===== src/rtl/data_mem_controller_pkg.sv =====
// data_mem_controller_pkg: channel state enum, width defaults, consumer-index width and saturating-add helpers
package data_mem_controller_pkg;
  localparam int DEFAULT_ADDR_BITS = 8;
  localparam int DEFAULT_DATA_BITS = 8;
  typedef enum logic [2:0] {IDLE, READ_WAITING, WRITE_WAITING, READ_RELAYING, WRITE_RELAYING} channel_state_t;
  function automatic int idx_bits(input int n);
    return n > 1 ? $clog2(n) : 1;
  endfunction
  function automatic logic [15:0] sat_add16(input logic [15:0] a, input int b);
    int s;
    s = int'(a) + b;
    return s > 65535 ? 16'hFFFF : 16'(s);
  endfunction
endpackage


===== src/rtl/data_mem_controller_if.sv =====
// data_mem_controller_if: N-lane load/store bus; master issues valid/address/write_data, slave returns ready/read_data
interface data_mem_controller_if
  import data_mem_controller_pkg::*;
#(
  parameter int N = 8,
  parameter int ADDR_BITS = DEFAULT_ADDR_BITS,
  parameter int DATA_BITS = DEFAULT_DATA_BITS
);
  logic [N-1:0] read_valid, read_ready, write_valid, write_ready;
  logic [N-1:0][ADDR_BITS-1:0] read_address, write_address;
  logic [N-1:0][DATA_BITS-1:0] read_data, write_data;
  modport master(output read_valid, read_address, write_valid, write_address, write_data, input read_ready, read_data, write_ready);
  modport slave(input read_valid, read_address, write_valid, write_address, write_data, output read_ready, read_data, write_ready);
endinterface


===== src/rtl/data_mem_controller_fsm.sv =====
// data_mem_controller_fsm: one channel FSM; in clk/reset/grant/consumer valids/mem ready+data, out state/current consumer/address/data
module data_mem_controller_fsm
  import data_mem_controller_pkg::*;
#(
  parameter int ADDR_BITS = DEFAULT_ADDR_BITS,
  parameter int DATA_BITS = DEFAULT_DATA_BITS,
  parameter int IB = 3
) (
  input  logic                 clk,
  input  logic                 reset,
  input  logic                 i_grant_read,
  input  logic                 i_grant_write,
  input  logic [IB-1:0]        i_grant_idx,
  input  logic [ADDR_BITS-1:0] i_addr,
  input  logic [DATA_BITS-1:0] i_wdata,
  input  logic                 i_read_valid,
  input  logic                 i_write_valid,
  input  logic                 i_mem_read_ready,
  input  logic                 i_mem_write_ready,
  input  logic [DATA_BITS-1:0] i_mem_read_data,
  output channel_state_t       o_state,
  output logic [IB-1:0]        o_cc,
  output logic [ADDR_BITS-1:0] o_addr,
  output logic [DATA_BITS-1:0] o_wdata,
  output logic [DATA_BITS-1:0] o_rdata
);
  channel_state_t r_state, w_next;
  logic [IB-1:0] r_cc;
  logic [ADDR_BITS-1:0] r_addr;
  logic [DATA_BITS-1:0] r_wdata, r_rdata;
  always_comb begin
    w_next = r_state;
    case (r_state)
      IDLE:           w_next = i_grant_read ? READ_WAITING : i_grant_write ? WRITE_WAITING : IDLE;
      READ_WAITING:   w_next = i_mem_read_ready ? READ_RELAYING : READ_WAITING;
      WRITE_WAITING:  w_next = i_mem_write_ready ? WRITE_RELAYING : WRITE_WAITING;
      READ_RELAYING:  w_next = i_read_valid ? READ_RELAYING : IDLE;
      WRITE_RELAYING: w_next = i_write_valid ? WRITE_RELAYING : IDLE;
      default:        w_next = IDLE;
    endcase
  end
  always_ff @(posedge clk) begin
    if (reset) begin
      r_state <= IDLE;
      r_cc <= '0;
      r_addr <= '0;
      r_wdata <= '0;
      r_rdata <= '0;
    end else begin
      r_state <= w_next;
      if (r_state == IDLE && (i_grant_read || i_grant_write)) begin
        r_cc <= i_grant_idx;
        r_addr <= i_addr;
        r_wdata <= i_wdata;
      end
      if (r_state == READ_WAITING && i_mem_read_ready) r_rdata <= i_mem_read_data;
    end
  end
  assign o_state = r_state;
  assign o_cc = r_cc;
  assign o_addr = r_addr;
  assign o_wdata = r_wdata;
  assign o_rdata = r_rdata;
endmodule


===== src/rtl/data_mem_controller.sv =====
// data_mem_controller: LSU->memory channel arbiter with claim table; ports clk, reset, consumer (slave bus), mem (master bus), perf_* with DATA_MEM_CONTROLLER_PERF_EN
module data_mem_controller
  import data_mem_controller_pkg::*;
#(
  parameter int ADDR_BITS = DEFAULT_ADDR_BITS,
  parameter int DATA_BITS = DEFAULT_DATA_BITS,
  parameter int NUM_CONSUMERS = 8,
  parameter int NUM_CHANNELS = 4,
  parameter int WRITE_ENABLE = 1
) (
  input logic clk,
  input logic reset,
  data_mem_controller_if.slave consumer,
  data_mem_controller_if.master mem
`ifdef DATA_MEM_CONTROLLER_PERF_EN
  ,
  output logic [15:0] perf_reads,
  output logic [15:0] perf_writes,
  output logic [15:0] perf_stall_cycles
`endif
);
  localparam int IB = idx_bits(NUM_CONSUMERS);
  channel_state_t w_state [NUM_CHANNELS];
  logic [IB-1:0] w_cc [NUM_CHANNELS];
  logic [IB-1:0] w_gidx [NUM_CHANNELS];
  logic [ADDR_BITS-1:0] w_addr [NUM_CHANNELS];
  logic [DATA_BITS-1:0] w_wdata [NUM_CHANNELS];
  logic [DATA_BITS-1:0] w_rdata [NUM_CHANNELS];
  logic [NUM_CHANNELS-1:0] w_gr, w_gw;
  logic [NUM_CONSUMERS-1:0] r_claim, w_taken, w_clr, w_rreq, w_wreq;
  assign w_rreq = consumer.read_valid;
  assign w_wreq = WRITE_ENABLE != 0 ? consumer.write_valid : '0;
  always_comb begin
    w_taken = r_claim;
    for (int c = 0; c < NUM_CHANNELS; c++) begin
      w_gr[c] = 1'b0;
      w_gw[c] = 1'b0;
      w_gidx[c] = '0;
      for (int i = 0; i < NUM_CONSUMERS; i++)
        if (w_state[c] == IDLE && !w_gr[c] && !w_gw[c] && !w_taken[i] && (w_rreq[i] || w_wreq[i])) begin
          w_gr[c] = w_rreq[i];
          w_gw[c] = !w_rreq[i];
          w_gidx[c] = IB'(i);
          w_taken[i] = 1'b1;
        end
    end
  end
  always_comb begin
    consumer.read_ready = '0;
    consumer.read_data = '0;
    consumer.write_ready = '0;
    mem.read_valid = '0;
    mem.read_address = '0;
    mem.write_valid = '0;
    mem.write_address = '0;
    mem.write_data = '0;
    w_clr = '0;
    for (int c = 0; c < NUM_CHANNELS; c++) begin
      mem.read_valid[c] = w_state[c] == READ_WAITING;
      mem.read_address[c] = mem.read_valid[c] ? w_addr[c] : '0;
      mem.write_valid[c] = WRITE_ENABLE != 0 && w_state[c] == WRITE_WAITING;
      mem.write_address[c] = mem.write_valid[c] ? w_addr[c] : '0;
      mem.write_data[c] = mem.write_valid[c] ? w_wdata[c] : '0;
      if (w_state[c] == READ_RELAYING) begin
        consumer.read_ready[w_cc[c]] = 1'b1;
        consumer.read_data[w_cc[c]] = w_rdata[c];
        w_clr[w_cc[c]] = !consumer.read_valid[w_cc[c]];
      end
      if (WRITE_ENABLE != 0 && w_state[c] == WRITE_RELAYING) begin
        consumer.write_ready[w_cc[c]] = 1'b1;
        w_clr[w_cc[c]] = !consumer.write_valid[w_cc[c]];
      end
    end
  end
  always_ff @(posedge clk) r_claim <= reset ? '0 : w_taken & ~w_clr;
  for (genvar c = 0; c < NUM_CHANNELS; c++) begin : g_ch
    data_mem_controller_fsm #(.ADDR_BITS(ADDR_BITS), .DATA_BITS(DATA_BITS), .IB(IB)) u_fsm (
      .clk(clk),
      .reset(reset),
      .i_grant_read(w_gr[c]),
      .i_grant_write(w_gw[c]),
      .i_grant_idx(w_gidx[c]),
      .i_addr(w_gw[c] ? consumer.write_address[w_gidx[c]] : consumer.read_address[w_gidx[c]]),
      .i_wdata(consumer.write_data[w_gidx[c]]),
      .i_read_valid(consumer.read_valid[w_cc[c]]),
      .i_write_valid(consumer.write_valid[w_cc[c]]),
      .i_mem_read_ready(mem.read_ready[c]),
      .i_mem_write_ready(mem.write_ready[c]),
      .i_mem_read_data(mem.read_data[c]),
      .o_state(w_state[c]),
      .o_cc(w_cc[c]),
      .o_addr(w_addr[c]),
      .o_wdata(w_wdata[c]),
      .o_rdata(w_rdata[c])
    );
  end
`ifdef DATA_MEM_CONTROLLER_PERF_EN
  logic w_stall;
  assign w_stall = |((w_rreq | w_wreq) & ~w_taken);
  always_ff @(posedge clk) begin
    if (reset) begin
      perf_reads <= '0;
      perf_writes <= '0;
      perf_stall_cycles <= '0;
    end else begin
      perf_reads <= sat_add16(perf_reads, $countones(w_gr));
      perf_writes <= sat_add16(perf_writes, $countones(w_gw));
      perf_stall_cycles <= sat_add16(perf_stall_cycles, int'(w_stall));
    end
  end
`endif
endmodule

===== src/flat_wrapper.sv =====
// flat-port wrapper written by rule: the top's interface ports become plain ports
module data_mem_controller_flat import data_mem_controller_pkg::*;
#(
  parameter int ADDR_BITS = DEFAULT_ADDR_BITS,
  parameter int DATA_BITS = DEFAULT_DATA_BITS,
  parameter int NUM_CONSUMERS = 8,
  parameter int NUM_CHANNELS = 4,
  parameter int WRITE_ENABLE = 1
)
  (clk, reset, consumer_read_valid, consumer_read_address, consumer_write_valid, consumer_write_address, consumer_write_data, consumer_read_ready, consumer_read_data, consumer_write_ready, mem_read_valid, mem_read_address, mem_write_valid, mem_write_address, mem_write_data, mem_read_ready, mem_read_data, mem_write_ready);
  data_mem_controller_if #(.ADDR_BITS(ADDR_BITS), .DATA_BITS(DATA_BITS)) consumer_i ();
  data_mem_controller_if #(.ADDR_BITS(ADDR_BITS), .DATA_BITS(DATA_BITS)) mem_i ();
  input logic clk;
  input logic reset;
  input wire logic [$bits(consumer_i.read_valid)-1:0] consumer_read_valid;
  input wire logic [$bits(consumer_i.read_address)-1:0] consumer_read_address;
  input wire logic [$bits(consumer_i.write_valid)-1:0] consumer_write_valid;
  input wire logic [$bits(consumer_i.write_address)-1:0] consumer_write_address;
  input wire logic [$bits(consumer_i.write_data)-1:0] consumer_write_data;
  output wire logic [$bits(consumer_i.read_ready)-1:0] consumer_read_ready;
  output wire logic [$bits(consumer_i.read_data)-1:0] consumer_read_data;
  output wire logic [$bits(consumer_i.write_ready)-1:0] consumer_write_ready;
  output wire logic [$bits(mem_i.read_valid)-1:0] mem_read_valid;
  output wire logic [$bits(mem_i.read_address)-1:0] mem_read_address;
  output wire logic [$bits(mem_i.write_valid)-1:0] mem_write_valid;
  output wire logic [$bits(mem_i.write_address)-1:0] mem_write_address;
  output wire logic [$bits(mem_i.write_data)-1:0] mem_write_data;
  input wire logic [$bits(mem_i.read_ready)-1:0] mem_read_ready;
  input wire logic [$bits(mem_i.read_data)-1:0] mem_read_data;
  input wire logic [$bits(mem_i.write_ready)-1:0] mem_write_ready;
  assign consumer_i.read_valid = consumer_read_valid;
  assign consumer_i.read_address = consumer_read_address;
  assign consumer_i.write_valid = consumer_write_valid;
  assign consumer_i.write_address = consumer_write_address;
  assign consumer_i.write_data = consumer_write_data;
  assign consumer_read_ready = consumer_i.read_ready;
  assign consumer_read_data = consumer_i.read_data;
  assign consumer_write_ready = consumer_i.write_ready;
  assign mem_read_valid = mem_i.read_valid;
  assign mem_read_address = mem_i.read_address;
  assign mem_write_valid = mem_i.write_valid;
  assign mem_write_address = mem_i.write_address;
  assign mem_write_data = mem_i.write_data;
  assign mem_i.read_ready = mem_read_ready;
  assign mem_i.read_data = mem_read_data;
  assign mem_i.write_ready = mem_write_ready;
  data_mem_controller #(.ADDR_BITS(ADDR_BITS), .DATA_BITS(DATA_BITS), .NUM_CONSUMERS(NUM_CONSUMERS), .NUM_CHANNELS(NUM_CHANNELS), .WRITE_ENABLE(WRITE_ENABLE)) u_core (.clk(clk), .reset(reset), .consumer(consumer_i), .mem(mem_i));
endmodule

===== config.mk =====
export PLATFORM = sky130hd
export DESIGN_NAME = data_mem_controller_flat
export DESIGN_NICKNAME = d
export VERILOG_FILES = /design/src/rtl/data_mem_controller_pkg.sv /design/src/rtl/data_mem_controller_if.sv /design/src/rtl/data_mem_controller_fsm.sv /design/src/rtl/data_mem_controller.sv /design/src/flat_wrapper.sv
export SDC_FILE = /design/constraint.sdc
export NUM_CORES = 1
export LEC_CHECK = 0
export BUFFER_PORTS_ARGS = -buffer_cell sky130_fd_sc_hd__buf_4
export CORE_AREA = 4 4 223 225
export CTS_CLUSTER_DIAMETER = 120
export CTS_CLUSTER_SIZE = 8
export DETAILED_ROUTE_END_ITERATION = 7
export DIE_AREA = 0 0 227 229
export GPL_ROUTABILITY_DRIVEN = 0
export PLACE_DENSITY = 0.66
export SETUP_SLACK_MARGIN = 0.1
export SLEW_MARGIN = 20
export SYNTH_ARGS = -nofsm -noshare
export SYNTH_HDL_FRONTEND = slang
export SYNTH_HIERARCHICAL = 1
export SYNTH_SLANG_ARGS = --single-unit

===== constraint.sdc =====
create_clock -name clk -period 6.1 [get_ports clk]
set_input_delay 0.61 -clock clk [delete_from_list [all_inputs] [get_ports clk]]
set_output_delay 0.61 -clock clk [all_outputs]
set_load 0.01 [all_outputs]

==> results of run 1 <==
==> final cells by class <==
| class | instances | area share |
|---|---|---|
| multi-input cells | 2496 | 0.6634 |
| repair buffers | 503 | 0.1628 |
| flip-flops and latches | 128 | 0.1087 |
| well taps | 615 | 0.03264 |
| clock buffers | 23 | 0.01985 |
| inverters | 43 | 0.007005 |
| clock inverters | 9 | 0.005572 |
==> critical path: stages (launching register included) <==
cell	delay, ns
dfxtp_1	0.56
nor3_4	0.73
a31oi_1	0.28
o221ai_2	0.44
o21ai_1	0.17
o211a_1	0.33
a21boi_1	0.51
o311ai_1	0.21
o41a_1	0.48
o31a_2	0.26
o21ai_0	0.60
nor2_1	0.16
nor4_4	0.22
buf_12	0.25
mux2i_1	0.21
==> power by group through the flow <==
stage	registers, uW	clock network [uW]	logic [uW]
3_3_place_gp	1500	0	14700
4_1_cts	1500	1110	15000
2_1_floorplan	1230	0	11100
3_5_place_dp	1510	0	15000
6_report	1530	1090	15500
5_1_grt	1550	1150	16400
==> final timing paths <==
kind | start | endpoint | slack (ns) | depth (start not counted)
hold reg to reg | u_core/g_ch[3].u_fsm/o_wdata[2] | u_core/g_ch[3].u_fsm/o_wdata[2] | 0.47 | 2
setup / recovery | u_core/g_ch[1].u_fsm/o_state[0] | u_core/g_ch[3].u_fsm/o_addr[2] | 0.61 | 14
setup reg to reg | u_core/g_ch[1].u_fsm/o_state[0] | u_core/g_ch[3].u_fsm/o_addr[2] | 0.61 | 14
hold / removal | mem_read_data[27] | u_core/g_ch[3].u_fsm/o_rdata[3] | 0.37 | 3
==> kinds of logic (layout without fill, tap and decap cells) <==
group,count (synthesis),count (layout),share of synthesized area
AND/OR/NAND/NOR,1361,1361,0.3380
AO/OA/AOI/OAI,666,666,0.2336
buffers and inverters,385,578,0.1061
multiplexers,358,358,0.1882
flip-flops,128,128,0.1292
XOR/XNOR,4,4,0.003092
adder cells (fa/ha/maj),3,3,0.001577
other,1,104,0.0001891
==> per-stage QoR <==
step / utilization / hold WS, ns / instance area [um2] / worst slack, ns
2_1_floorplan: - / 0.4441 / 20220 / 1.487
3_3_place_gp: 0.4829 / 0.4603 / 22960 / 0.8646
3_5_place_dp: 0.4829 / 0.4589 / 22960 / 0.6751
4_1_cts: 0.4955 / 0.3468 / 23560 / 0.7814
5_1_grt: 0.4959 / 0.3459 / 23580 / 0.3949
6_report: 0.4959 / 0.3691 / 23580 / 0.6067
==> flip-flops by register name, indices dropped and copies added, names as in the netlist <==
register                   cells
u_core/r_claim                 8
u_core/g_ch.u_fsm/o_cc        12
u_core/g_ch.u_fsm/o_rdata     32
u_core/g_ch.u_fsm/o_wdata     32
u_core/g_ch.u_fsm/o_state     12
u_core/g_ch.u_fsm/o_addr      32
==> layout by cell type (no fill, tap or decap), types with 12 or more instances in the layout <==
master,synthesis,layout
a21oi_1,93,93
inv_1,37,35
o211ai_1,37,37
o21ai_0,157,157
a311oi_1,44,44
mux2i_1,329,329
and3_1,49,49
o22ai_1,12,12
or3_1,15,15
nand2b_1,164,164
nor3_1,45,44
dfxtp_1,128,128
a22oi_1,84,84
o21ai_1,23,23
a211oi_1,39,39
o221ai_1,18,16
clkbuf_16,0,17
nor2_1,171,168
and2_1,99,99
nand2_1,575,575
conb_1,1,104
nand3_1,135,135
a31oi_1,25,25
buf_4,114,498
==> metal layers <==
layer  share of wire  routed length [um]  track usage  up-vias
met5               0                   0            0        -
met4           0.076                6951       0.2063        0
met3            0.11               10430      0.08132      382
met2            0.44               40460       0.5241     1855
met1            0.37               33610       0.4087    10910
li1                -                   -            -    10800
==> run_summary.xml, run 1 <==
<?xml version="1.0" encoding="UTF-8"?>
<metrics>
  <group name="run_status">
    <metric name="result_of_the_run" unit="">completed</metric>
  </group>
  <group name="yosys">
    <metric name="postSynthAreaPerCell" unit="um2">6.823</metric>
    <metric name="flip_flop_and_latch_count_after_synthesis" unit="">128</metric>
    <metric name="yosysSeqAreaShare" unit="">0.1292</metric>
    <metric name="postSynth.asyncResetShare" unit="">0</metric>
    <metric name="synth_flop_cell" unit="">dfxtp_1</metric>
    <metric name="synthCells" unit="">2906</metric>
    <metric name="synth.yosys.warnings" unit="">6</metric>
    <metric name="synth-edff-count" unit="">0</metric>
    <metric name="synth_largest_area_cell" unit="">mux2i_1</metric>
    <metric name="synth.lib_cells_used.distinct" unit="">112</metric>
    <metric name="yosys.cell_count.top_type" unit="">nand2_1</metric>
    <metric name="synth.cells.most_frequent" unit="">nand2_1, mux2i_1, nor2_1</metric>
    <metric name="synth_area" unit="mm2">0.01983</metric>
    <metric name="synth_top_area_share" unit="">0.1661</metric>
    <metric name="ys_top_cells_by_area" unit="">mux2i_1, dfxtp_1, nand2_1</metric>
  </group>
  <group name="floorplan">
    <metric name="ios" unit="">578</metric>
    <metric name="fp.dieH" unit="um">229</metric>
    <metric name="starting_utilization_of_the_core_area" unit="">0.4171</metric>
    <metric name="coreArea" unit="mm2">0.04755</metric>
    <metric name="die_span_x" unit="um">227</metric>
    <metric name="design.die.area" unit="mm2">0.05198</metric>
    <metric name="floorplan_row_count" unit="">80</metric>
  </group>
  <group name="timing">
    <metric name="setup_violations" unit="">0</metric>
    <metric name="layout_min_cycle_time" unit="ns">5.493</metric>
    <metric name="final_hold_viol_count" unit="">0</metric>
    <metric name="rsz0062_at_grt" unit="">false</metric>
    <metric name="slew_headroom" unit="">0.2699</metric>
    <metric name="fmax" unit="GHz">0.1820</metric>
    <metric name="fin_crit_sh" unit="">0.9005</metric>
    <metric name="setup_tns" unit="ns">0</metric>
    <metric name="tightest_slew" unit="ns">1.080</metric>
    <metric name="timing_max_transition_violations_final" unit="">0</metric>
    <metric name="timing.clock.skew" unit="ns">0.01430</metric>
  </group>
  <group name="power">
    <metric name="power_leakage" unit="uW">0.01057</metric>
    <metric name="cell_internal_pwr" unit="uW">7506</metric>
    <metric name="seqPwrFrac" unit="">0.084</metric>
    <metric name="switching_share" unit="">0.5857</metric>
    <metric name="power_density" unit="mW/mm2">768.3</metric>
    <metric name="power.share.combinational" unit="">0.855</metric>
    <metric name="design_power_total" unit="uW">18120</metric>
    <metric name="clockPowerShare" unit="">0.060</metric>
    <metric name="worst_ir_drop_vdd" unit="mV">0.6522</metric>
    <metric name="p_sw" unit="uW">10610</metric>
  </group>
  <group name="global_routing">
    <metric name="grt_max_degree" unit="">88</metric>
    <metric name="first_global_vias" unit="">22560</metric>
    <metric name="grt_overflow_total" unit="">0</metric>
    <metric name="grt_antenna_before_repair" unit="">0</metric>
    <metric name="global_route_wire_length_before_repair" unit="um">135300</metric>
    <metric name="gr-usage-all-layers" unit="">0.3334</metric>
  </group>
  <group name="route">
    <metric name="finalWirelength" unit="um">91450</metric>
    <metric name="first_pass_iters" unit="">7</metric>
    <metric name="drtAntennaViolNets" unit="">0</metric>
    <metric name="detail_route.vias_per_cell" unit="">6.273</metric>
    <metric name="avgRoutedWirePerCell" unit="um">23.96</metric>
    <metric name="vias" unit="">23940</metric>
    <metric name="drc_violations_left" unit="">0</metric>
    <metric name="drt_iter0_markers" unit="">3086</metric>
  </group>
  <group name="clock_tree">
    <metric name="cts_sinks" unit="">128</metric>
    <metric name="clkSlewWorstSetupHoldPaths" unit="ns">0.07</metric>
    <metric name="cts-buffers-inserted" unit="">17</metric>
    <metric name="clk_latency" unit="ns">0.49</metric>
    <metric name="cts_hold_buf" unit="">0</metric>
    <metric name="post-cts-setup-buffer-count" unit="">0</metric>
    <metric name="clock_tree.root_cell" unit="">clkbuf_16</metric>
    <metric name="htree_levels" unit="">4</metric>
    <metric name="cts_buffer_depth" unit="">2</metric>
    <metric name="clock_tree_from_tritoncts" unit="">yes</metric>
    <metric name="cts_repair_resize_count" unit="">0</metric>
  </group>
  <group name="placement">
    <metric name="dpl.cell_count" unit="">3785</metric>
    <metric name="hpwl" unit="um">69010</metric>
    <metric name="port-buffer-count" unit="">433</metric>
  </group>
  <group name="worst_setup_path">
    <metric name="endpoint_kind" unit="">flip-flop</metric>
    <metric name="setup.worst_path.start_class" unit="">flip-flop</metric>
    <metric name="cp_data_arrival_time" unit="ns">5.91</metric>
    <metric name="critical_path_required" unit="ns">6.51</metric>
    <metric name="timing_worst_setup_path_type" unit="">flip-flop to flip-flop</metric>
    <metric name="worstPathMaxFanout" unit="">19</metric>
  </group>
  <group name="layout">
    <metric name="layoutNonFillerInstCount" unit="">3817</metric>
    <metric name="layout-drive-gt1-share" unit="">0.2011</metric>
    <metric name="design.final.nets" unit="">3479</metric>
    <metric name="area_taken_by_multi_input_logic_gates" unit="mm2">0.01564</metric>
    <metric name="area.growth.synth_to_final" unit="%">18.90</metric>
    <metric name="insertedDiodeCount" unit="">0</metric>
    <metric name="layout.area.seq" unit="mm2">0.002562</metric>
    <metric name="fillerInstances" unit="">4777</metric>
  </group>
  <group name="run">
    <metric name="drv_cap" unit="">0</metric>
  </group>
  <group name="min_path">
    <metric name="hold_path_class" unit="">primary input to flip-flop</metric>
  </group>
</metrics>
(Power assumes the default switching activity.)
==> run 2: changes to the inputs <==
--- a/config.mk
+++ b/config.mk
@@ -6,13 +6,15 @@
 export NUM_CORES = 1
 export LEC_CHECK = 0
 export BUFFER_PORTS_ARGS = -buffer_cell sky130_fd_sc_hd__buf_4
-export CORE_AREA = 4 4 223 225
+export CELL_PAD_IN_SITES_DETAIL_PLACEMENT = 1
+export CELL_PAD_IN_SITES_GLOBAL_PLACEMENT = 1
+export CORE_MARGIN = 4
+export CORE_UTILIZATION = 38
 export CTS_CLUSTER_DIAMETER = 120
 export CTS_CLUSTER_SIZE = 8
 export DETAILED_ROUTE_END_ITERATION = 7
-export DIE_AREA = 0 0 227 229
 export GPL_ROUTABILITY_DRIVEN = 0
-export PLACE_DENSITY = 0.66
+export PLACE_DENSITY_LB_ADDON = 0.1
 export SETUP_SLACK_MARGIN = 0.1
 export SLEW_MARGIN = 20
 export SYNTH_ARGS = -nofsm -noshare
==> run 2 against run 1 <==
  * Global-route usage grew 0.70 points
  * Sequential power shrank 4%
  * Combinational power grew 5%
  * Worst setup slack lost 0.23 ns
  * Final area grew 0.82%
  * Die area grew 7.5%
  * Non-clock buffer count grew 13
  * Wire length grew 10%
  * Fmax shrank 4.0%
  * Largest power group unchanged
  * Clock-buffer cell count shrank 5
  * Critical path depth grew 3
==> run_summary.xml, run 2 (same netlist as run 1, synthesis figures left out) <==
<?xml version="1.0" encoding="UTF-8"?>
<metrics>
  <group name="run">
    <metric name="drv_cap" unit="">0</metric>
  </group>
  <group name="timing">
    <metric name="fmax" unit="GHz">0.1748</metric>
    <metric name="layout_min_cycle_time" unit="ns">5.721</metric>
    <metric name="timing_max_transition_violations_final" unit="">0</metric>
    <metric name="fin_crit_sh" unit="">0.9378</metric>
    <metric name="timing.clock.skew" unit="ns">0.01251</metric>
    <metric name="whs" unit="ns">0.3731</metric>
    <metric name="final_hold_viol_count" unit="">0</metric>
    <metric name="tightest_slew" unit="ns">1.268</metric>
    <metric name="rsz0062_at_grt" unit="">false</metric>
    <metric name="setup_tns" unit="ns">0</metric>
    <metric name="setup_violations" unit="">0</metric>
    <metric name="slew_headroom" unit="">0.1529</metric>
  </group>
  <group name="clock_tree">
    <metric name="cts-buffers-inserted" unit="">17</metric>
    <metric name="clock_tree.root_cell" unit="">clkbuf_16</metric>
    <metric name="cts_buffer_depth" unit="">2</metric>
    <metric name="clock_tree_from_tritoncts" unit="">yes</metric>
    <metric name="clk_latency" unit="ns">0.47</metric>
    <metric name="cts_hold_buf" unit="">0</metric>
    <metric name="cts_repair_resize_count" unit="">0</metric>
    <metric name="htree_levels" unit="">4</metric>
    <metric name="clkSlewWorstSetupHoldPaths" unit="ns">0.07</metric>
    <metric name="post-cts-setup-buffer-count" unit="">0</metric>
    <metric name="cts_sinks" unit="">128</metric>
  </group>
  <group name="route">
    <metric name="finalWirelength" unit="um">100600</metric>
    <metric name="avgRoutedWirePerCell" unit="um">25.79</metric>
    <metric name="drt_iter0_markers" unit="">2457</metric>
    <metric name="drc_violations_left" unit="">0</metric>
    <metric name="vias" unit="">24230</metric>
    <metric name="drtAntennaViolNets" unit="">0</metric>
    <metric name="detail_route.vias_per_cell" unit="">6.215</metric>
    <metric name="first_pass_iters" unit="">6</metric>
  </group>
  <group name="power">
    <metric name="design_power_total" unit="uW">18730</metric>
    <metric name="worst_ir_drop_vdd" unit="mV">0.8002</metric>
    <metric name="power_leakage" unit="uW">0.01062</metric>
    <metric name="power_density" unit="mW/mm2">787.9</metric>
  </group>
  <group name="worst_setup_path">
    <metric name="critical-path-max-stage-delay" unit="ns">0.68</metric>
    <metric name="ff2ff_path_depth" unit="">17</metric>
    <metric name="worstReg2RegEnd" unit="">u_core/g_ch[3].u_fsm/o_addr[1]</metric>
    <metric name="worstReg2RegStart" unit="">u_core/g_ch[0].u_fsm/o_state[1]</metric>
    <metric name="crit_chain" unit="">nor3_2 &gt; buf_4 &gt; nor3_1 &gt; nand2_1 &gt; a211o_1 &gt; o221a_2 &gt; a22oi_1 &gt; o21ai_2 &gt; o31a_2 &gt; a21oi_4 &gt; inv_2 &gt; buf_12 &gt; a211oi_1 &gt; o22ai_1 &gt; or3_1 &gt; nand2b_1 &gt; mux2i_1</metric>
    <metric name="crit_start" unit="">u_core/g_ch[0].u_fsm/o_state[1]</metric>
    <metric name="cp_data_arrival_time" unit="ns">6.08</metric>
    <metric name="critical_path_required" unit="ns">6.46</metric>
    <metric name="crit_family" unit="">compound AO/OA/AOI/OAI gates</metric>
    <metric name="worstSetupPathDepth" unit="">17</metric>
    <metric name="setup.reg_to_reg.worst_slack" unit="ns">0.38</metric>
    <metric name="endpoint_kind" unit="">flip-flop</metric>
    <metric name="critical_path_slowest_stage_cell" unit="">dfxtp_1</metric>
    <metric name="path_buf_inv" unit="">3</metric>
    <metric name="worstSetupEndpoint" unit="">u_core/g_ch[3].u_fsm/o_addr[1]</metric>
    <metric name="worstPathMaxFanout" unit="">24</metric>
    <metric name="timing_worst_setup_path_type" unit="">flip-flop to flip-flop</metric>
    <metric name="setup.worst_path.start_class" unit="">flip-flop</metric>
  </group>
  <group name="layout">
    <metric name="layout-drive-gt1-share" unit="">0.2054</metric>
    <metric name="final_cell_mix" unit="">nand2_1, buf_4, mux2i_1</metric>
    <metric name="design.final.nets" unit="">3492</metric>
    <metric name="final_core_utilization" unit="">0.4615</metric>
    <metric name="area.growth.synth_to_final" unit="%">19.88</metric>
    <metric name="mostFrequentLayoutCell" unit="">nand2_1</metric>
  </group>
  <group name="global_routing">
    <metric name="gr-usage-all-layers" unit="">0.3404</metric>
    <metric name="grt_max_degree" unit="">85</metric>
    <metric name="global_route_wire_length_before_repair" unit="um">151300</metric>
    <metric name="grt_overflow_total" unit="">0</metric>
    <metric name="grt_antenna_before_repair" unit="">6</metric>
    <metric name="first_global_vias" unit="">24490</metric>
  </group>
  <group name="floorplan">
    <metric name="ios" unit="">578</metric>
    <metric name="fp.dieH" unit="um">236.4</metric>
    <metric name="coreArea" unit="mm2">0.05151</metric>
    <metric name="starting_utilization_of_the_core_area" unit="">0.3850</metric>
    <metric name="floorplan_row_count" unit="">83</metric>
    <metric name="design.die.area" unit="mm2">0.05590</metric>
    <metric name="die_span_x" unit="um">236.4</metric>
  </group>
  <group name="min_path">
    <metric name="hold_path_class" unit="">primary input to flip-flop</metric>
  </group>
  <group name="placement">
    <metric name="port-buffer-count" unit="">433</metric>
    <metric name="hpwl" unit="um">75360</metric>
  </group>
  <group name="run_status">
    <metric name="result_of_the_run" unit="">completed</metric>
  </group>
</metrics>
[run 2: changes by cell type in the layout (fill, tap and decap cells not counted), sizes merged]
cell / previous run / this run
clkinv: 5 / 9
buf: 503 / 516
inv: 41 / 43
bufinv: 3 / 1
clkbuf: 23 / 18
diode: 0 / 5
[run 2: worst min-delay path: cells and delay by family]
kind	cells	cell delay (ns)
buf+inv	1	0.08
mux	1	0.06
simple gates	1	0.07
[run 2: worst min-delay path by stage]
stage,start,endpoint,depth (start not counted)
5_1_grt,mem_read_data[21],u_core/g_ch[2].u_fsm/o_rdata[5],3
3_3_place_gp,u_core/g_ch[3].u_fsm/o_wdata[5],u_core/g_ch[3].u_fsm/o_wdata[5],2
6_report,mem_read_data[17],u_core/g_ch[2].u_fsm/o_rdata[1],3
3_5_place_dp,u_core/g_ch[0].u_fsm/o_wdata[1],u_core/g_ch[0].u_fsm/o_wdata[1],2
4_1_cts,mem_read_data[21],u_core/g_ch[2].u_fsm/o_rdata[5],3
2_1_floorplan,u_core/g_ch[0].u_fsm/o_wdata[7],u_core/g_ch[0].u_fsm/o_wdata[7],2
[run 2: through the flow]
step,worst slack (ns),std cells,cell area [um2]
final,0.3792,3899,23770
after CTS,0.6319,3894,23740
after floorplan,1.487,3009,20220
after detailed placement,0.5236,3863,23190
after global placement,0.7654,3862,23170
after global routing,0.2588,3897,23770
[run 2: cell type report]
| cell class | count | area, um2 |
|---|---|---|
| flip-flops and latches | 128 | 2562 |
| multi-input cells | 2496 | 15660 |
| fillers | 6723 | 27740 |
| well taps | 680 | 850.8 |
| clock inverters | 13 | 116.4 |
| inverters | 43 | 166.4 |
| repair buffers | 516 | 3974 |
| clock buffers | 18 | 429.2 |
| diodes | 5 | 12.51 |
[run 2: metal layers]
metal	vias up	global-route usage	routed length, um
met4	2	0.1377	3807
met3	233	0.06232	7783
met2	1248	0.5543	46990
met1	11930	0.4448	41970
met5	-	0	11
li1	10820	-	-
[run 2: power breakdown]
group	internal, uW	total (uW)	switching (uW)
logic	5900	16300	10400
clock network	556	999	443
registers	1080	1470	390
total	7530	18700	11200
